$ cat config.mk
export PLATFORM = sky130hd
export DESIGN_NAME = shift_seq_ctrl
export DESIGN_NICKNAME = d
export VERILOG_FILES = /design/src/rtl/shift_seq_pkg.sv /design/src/rtl/shift_tick_gen.sv /design/src/rtl/shift_seq_ctrl.sv
export SDC_FILE = /design/constraint.sdc
export NUM_CORES = 1
export LEC_CHECK = 0
export CORE_MARGIN = 2
export CORE_UTILIZATION = 30
export DETAILED_ROUTE_END_ITERATION = 8
export GPL_TIMING_DRIVEN = 0
export PLACE_DENSITY_LB_ADDON = 0.12
export SYNTH_ARGS = -nofsm -noshare
export SYNTH_HDL_FRONTEND = slang
export SYNTH_HIERARCHICAL = 1
export SYNTH_SLANG_ARGS = --single-unit
$ cat constraint.sdc
create_clock -name CLK -period 5 [get_ports CLK]
set_clock_uncertainty 0.1 [all_clocks]
set_input_delay 1.5 -clock CLK [delete_from_list [all_inputs] [get_ports CLK]]
set_output_delay 1.5 -clock CLK [all_outputs]
set_load 0.02 [all_outputs]
$ cat src/rtl/shift_seq_pkg.sv
// shift_seq_pkg: shared types and defaults for the shift-chain sequencer.
//   state_t      : IDLE / SHIFT / RESP sequencer states
//   OP_LOAD/READ : command opcodes carried on cmd_op_i
//   *_DEF        : default WIDTH / CLK_DIV parameter values
package shift_seq_pkg;

  typedef enum logic [1:0] {
    IDLE  = 2'd0,
    SHIFT = 2'd1,
    RESP  = 2'd2
  } state_t;

  localparam logic OP_LOAD = 1'b0;
  localparam logic OP_READ = 1'b1;

  localparam int WIDTH_DEF   = 4;
  localparam int CLK_DIV_DEF = 1;

endpackage

$ cat src/rtl/shift_tick_gen.sv
// shift_tick_gen: CLK_DIV slot divider for the shift sequencer.
//   clk  : clock, rising edge
//   rst  : synchronous active-high reset
//   clr  : synchronous clear (command accept)
//   en   : count enable (sequencer in SHIFT)
//   tick : one-cycle pulse on the last cycle of each shift slot
module shift_tick_gen #(
  parameter int CLK_DIV = 1
) (
  input  logic clk,
  input  logic rst,
  input  logic clr,
  input  logic en,
  output logic tick
);

  localparam logic [7:0] LAST = 8'(CLK_DIV - 1);

  logic [7:0] div;

  assign tick = en && (div == LAST);

  always_ff @(posedge clk) begin
    if (rst || clr) begin
      div <= '0;
    end else if (en) begin
      // wrap at the slot end so back-to-back slots stay CLK_DIV apart
      div <= tick ? 8'd0 : div + 8'd1;
    end
  end

endmodule

$ cat src/rtl/shift_seq_ctrl.sv
// shift_seq_ctrl: command sequencer for a serial shift-register chain.
// Accepts a word on a valid/ready command port, shifts it (or recirculates
// the chain for READ) over WIDTH enabled slots, and returns the chain's
// previous contents on a valid/ready response port.
//   CLK, Reset         : clock / synchronous active-high reset
//   cmd_valid_i/ready_o: command handshake; cmd_op_i 0=LOAD 1=READ
//   cmd_data_i         : LOAD word, MSB shifted first
//   ser_data_o/ser_en_o: serial data and shift enable to the chain
//   ser_data_i         : chain serial output (MSB stage)
//   rsp_valid_o/ready_i: response handshake; rsp_data_o prior contents
//   busy_o             : high outside IDLE
// Optional macro SHIFT_SEQ_CTRL_PARITY_EN adds rsp_parity_o / cmd_parity_o.
module shift_seq_ctrl
  import shift_seq_pkg::*;
#(
  parameter int WIDTH   = WIDTH_DEF,
  parameter int CLK_DIV = CLK_DIV_DEF
) (
  input  logic             CLK,
  input  logic             Reset,
  input  logic             cmd_valid_i,
  output logic             cmd_ready_o,
  input  logic             cmd_op_i,
  input  logic [WIDTH-1:0] cmd_data_i,
  output logic             ser_data_o,
  output logic             ser_en_o,
  input  logic             ser_data_i,
  output logic             rsp_valid_o,
  input  logic             rsp_ready_i,
  output logic [WIDTH-1:0] rsp_data_o,
  output logic             busy_o
`ifdef SHIFT_SEQ_CTRL_PARITY_EN
  ,
  output logic             rsp_parity_o,
  output logic             cmd_parity_o
`endif
);

  localparam int CW = $clog2(WIDTH + 1);

  state_t           state, state_nxt;
  logic             op_q;
  logic [WIDTH-1:0] shreg;
  logic [WIDTH-1:0] cap;
  logic [WIDTH-1:0] rsp_q;
  logic [CW-1:0]    bit_cnt;
  logic             accept;
  logic             tick;
  logic             last;

  assign accept = cmd_valid_i && (state == IDLE);
  assign last   = tick && (bit_cnt == CW'(WIDTH - 1));

  shift_tick_gen #(.CLK_DIV(CLK_DIV)) u_tick (
    .clk  (CLK),
    .rst  (Reset),
    .clr  (accept),
    .en   (state == SHIFT),
    .tick (tick)
  );

  always_comb begin
    state_nxt   = state;
    cmd_ready_o = 1'b0;
    rsp_valid_o = 1'b0;
    busy_o      = 1'b1;
    case (state)
      IDLE: begin
        cmd_ready_o = 1'b1;
        busy_o      = 1'b0;
        if (cmd_valid_i) state_nxt = SHIFT;
      end
      SHIFT: if (last) state_nxt = RESP;
      RESP: begin
        rsp_valid_o = 1'b1;
        if (rsp_ready_i) state_nxt = IDLE;
      end
      default: state_nxt = IDLE;
    endcase
  end

  // READ feeds the chain's own output back in, so contents survive the pass
  assign ser_en_o   = tick;
  assign ser_data_o = tick ? ((op_q == OP_READ) ? ser_data_i : shreg[WIDTH-1]) : 1'b0;
  assign rsp_data_o = rsp_q;

  always_ff @(posedge CLK) begin
    if (Reset) begin
      state   <= IDLE;
      op_q    <= OP_LOAD;
      shreg   <= '0;
      cap     <= '0;
      rsp_q   <= '0;
      bit_cnt <= '0;
    end else begin
      state <= state_nxt;
      if (accept) begin
        op_q    <= cmd_op_i;
        shreg   <= cmd_data_i;
        bit_cnt <= '0;
      end else if (tick) begin
        shreg   <= {shreg[WIDTH-2:0], 1'b0};
        cap     <= {cap[WIDTH-2:0], ser_data_i};
        bit_cnt <= bit_cnt + CW'(1);
        // separate response register keeps rsp_data_o stable across later commands
        if (last) rsp_q <= {cap[WIDTH-2:0], ser_data_i};
      end
    end
  end

`ifdef SHIFT_SEQ_CTRL_PARITY_EN
  logic cmd_par_q;

  always_ff @(posedge CLK) begin
    if (Reset)       cmd_par_q <= 1'b0;
    else if (accept) cmd_par_q <= (cmd_op_i == OP_LOAD) ? ^cmd_data_i : 1'b0;
  end

  assign cmd_parity_o = cmd_par_q;
  assign rsp_parity_o = ^rsp_q;
`endif

endmodule

==> results.ini <==
[outcome]
outcome = completed

[synth]
synth_compound_area_frac = 0.151
ys_async_sr_fraction = 0
synthXorXnorAreaFrac = 0.0293
yosys.area_share.simple = 0.224
netlist_area_sq_um = 1190
yosys_warnings = 6
synthTopCellsByArea = dfxtp_1 42%, mux2i_1 6.7%, ha_1 4.2%, nor2_1 3.8%, nand2b_1 3.1%
synthAdderAreaFrac = 0.0419
synth_area_per_cell_sq_um = 9.41
seq_area_frac_synth = 0.419
yosys.area.top_type = dfxtp_1
yosysTopAreaCellShare = 0.419
synth.area.mux_share = 0.0670
yosys.cell_types.count = 38
synthCells = 127
synth_edf_count = 0
synth_top_family_by_area = simple AND/OR/NAND/NOR gates
synth_seq_cells = 25
synthFlopType = dfxtp_1
syn_nets = 141

[grt]
grt_pass1_vias = 928
antenna_found_initial = 0
overflow = 0
grt_pass1_wl_mm = 4.19
grt_start_max_net_pins = 15
grt_util_all_layers = 0.123

[clocking]
cts_sinks = 25
clk_pin_slew_ns = 0.09
htreeDepth = 1
post-cts-setup-buffers = 0
cts_buffer_depth = 2
cts_tree = built
hold_buffers = 0
cts_root_buffer = clkbuf_8
cts_buffers = 3
clock_latency_ns = 0.27
cts_resized = 0

[placement]
place_area_sq_um = 1440
placed_cells = 193
gp_congestion = 0.693
port_buffers = 18
place_hpwl_mm = 1.75

[critical_path]
crit_arrival_ns = 3.06
path_cells = nor2b_1 -> buf_2 -> or4b_4 -> nor2_1 -> buf_2 -> nor2b_1 -> clkdlybuf4s50_1
cp-end-kind = primary output
cpMaxStageDelayCell = clkdlybuf4s50_1
cp_slowest_stage_delay_ns = 0.61
path_max_fanout = 10
criticalPathCategory = flop to primary output
start_kind = flop
required_ns = 3.40

[power_and_ir_drop]
peakVddDrop_v = 0.000222
p_sw_frac = 0.250
p_sw_uw = 97.3
p_comb_frac = 0.153
p_int_uw = 291
powerDensity_nw_per_um2 = 262
p_leak_nw = 0.541
clockPowerShare = 0.309
p_seq_frac = 0.538

[sta]
fin_crit_sh = 0.932
clock.fmax_mhz = 215
finalSetupTns_ns = 0
hold_slack_ns = 0.384
period_minus_slack_ns = 4.66
worst_pin_slew_ns = 0.468
hold_viol = 0
setup_viol = 0
slew_headroom = 0.688
maxSlewViolCount = 0
grt_setup_unrepaired = no

[hold_path]
hold_class = flop to flop

[cells_and_area]
fillCellCount = 391
drive_gt1_frac = 0.114
finish.instance_area_sq_um = 1480
final_cell_mix = 25 x dfxtp_1, 18 x clkdlybuf4s50_1, 12 x nor2_1
layout.nets = 164
diodes = 0
fin_cells = 197
syn2layout_area_growth_pct = 24.0
final_common_cell = dfxtp_1

[floorplan]
die_area_sq_um = 4500
rows = 22
core-area_sq_um = 3740
dieWidth_um = 67.1
start_util = 0.319
io-pin-count = 19
die_y_um = 67.1

[flow_run]
cap_violations = 0

[drt]
initialDrtViolationCount = 26
drc = 0
drtPass1Iterations = 3
viasPerCell = 4.62
wl_mm = 2.31
wire_per_inst_um = 11.7
vias = 911
final_antenna_net_count = 0

## worst paths after layout
check / start / to / slack [ns] / cells past startpoint
worst max register to register: state[0] / rsp_data_o[1] / 2.34 / 8
worst min register to register: cap[2] / cap[2] / 0.38 / 2
worst max-delay path: state[0] / ser_data_o / 0.34 / 7
worst min-delay path: cap[2] / cap[2] / 0.38 / 2
## Yosys cell counts (2+ instances only)
| cell type | count |
|---|---|
| buf_2 | 2 |
| nand4_1 | 2 |
| a211oi_1 | 3 |
| mux2i_1 | 8 |
| o21ai_1 | 3 |
| inv_1 | 5 |
| or3_1 | 2 |
| o21ai_0 | 7 |
| a21oi_1 | 2 |
| buf_6 | 2 |
| nor3_1 | 2 |
| nand2_1 | 8 |
| xor2_1 | 3 |
| nor2_1 | 12 |
| nor2b_1 | 6 |
| nand2b_1 | 6 |
| a21oi_2 | 3 |
| a21boi_0 | 3 |
| ha_1 | 4 |
| o211ai_1 | 2 |
| dfxtp_1 | 25 |
## area by class of cell
cell class / count / area, sq um / share of cell area
Sequential cell: 25 / 500 / 0.338
Multi-Input combinational cell: 90 / 613 / 0.414
Inverter: 6 / 25.0 / 0.0169
Timing Repair Buffer: 18 / 180 / 0.122
Clock buffer: 3 / 41.3 / 0.0279
Buffer: 6 / 56.3 / 0.0380
Tap cell: 48 / 60.1 / 0.0405
Clock inverter: 1 / 5.00 / 0.00338
## stage by stage
step,power [mW],utilization,worst slack [ns]
floorplan,0.253,-,1.08
finish,0.389,0.396,0.342
CTS,0.397,0.396,0.313
global placement,0.273,0.383,0.564
global route,0.408,0.396,0.135
detailed placement,0.274,0.383,0.562
## logic make-up (layout without fill, tap and decap cells)
group | Yosys count | count (layout)
AND/OR/NAND/NOR | 47 | 47
AO/OA/AOI/OAI | 27 | 27
flip-flops | 25 | 25
buffers and inverters | 12 | 34
multiplexers | 8 | 8
adder cells (fa/ha/maj) | 4 | 4
XOR/XNOR | 4 | 4
## sequential cells by signal (all words and copies together) (netlist names)
register,cells
op_q,1
u_tick/div,8
cap,3
bit_cnt,3
rsp_data_o,4
state,2
shreg,4
## power by group through the flow
stage / clock [mW] / sequential [mW] / combinational [mW]
final: 0.120 / 0.209 / 0.0595
after global placement: 0 / 0.214 / 0.0598
after floorplan: 0 / 0.213 / 0.0402
after global routing: 0.132 / 0.210 / 0.0660
after detailed placement: 0 / 0.214 / 0.0604
after CTS: 0.127 / 0.209 / 0.0606
## metal layers
metal,share of wire,GRT usage
met1,0.48,0.155
met2,0.49,0.207
met3,0.031,0.0405
met4,0,0.0230
met5,0,0
## critical path, delay by kind of cell, from the launching register on
| kind | cells | cell delay [ns] |
|---|---|---|
| and+or+nand+nor | 4 | 1.27 |
| DFF | 1 | 0.36 |
| buffers and inverters | 3 | 1.15 |
Power figures use the tool's default switching activity.
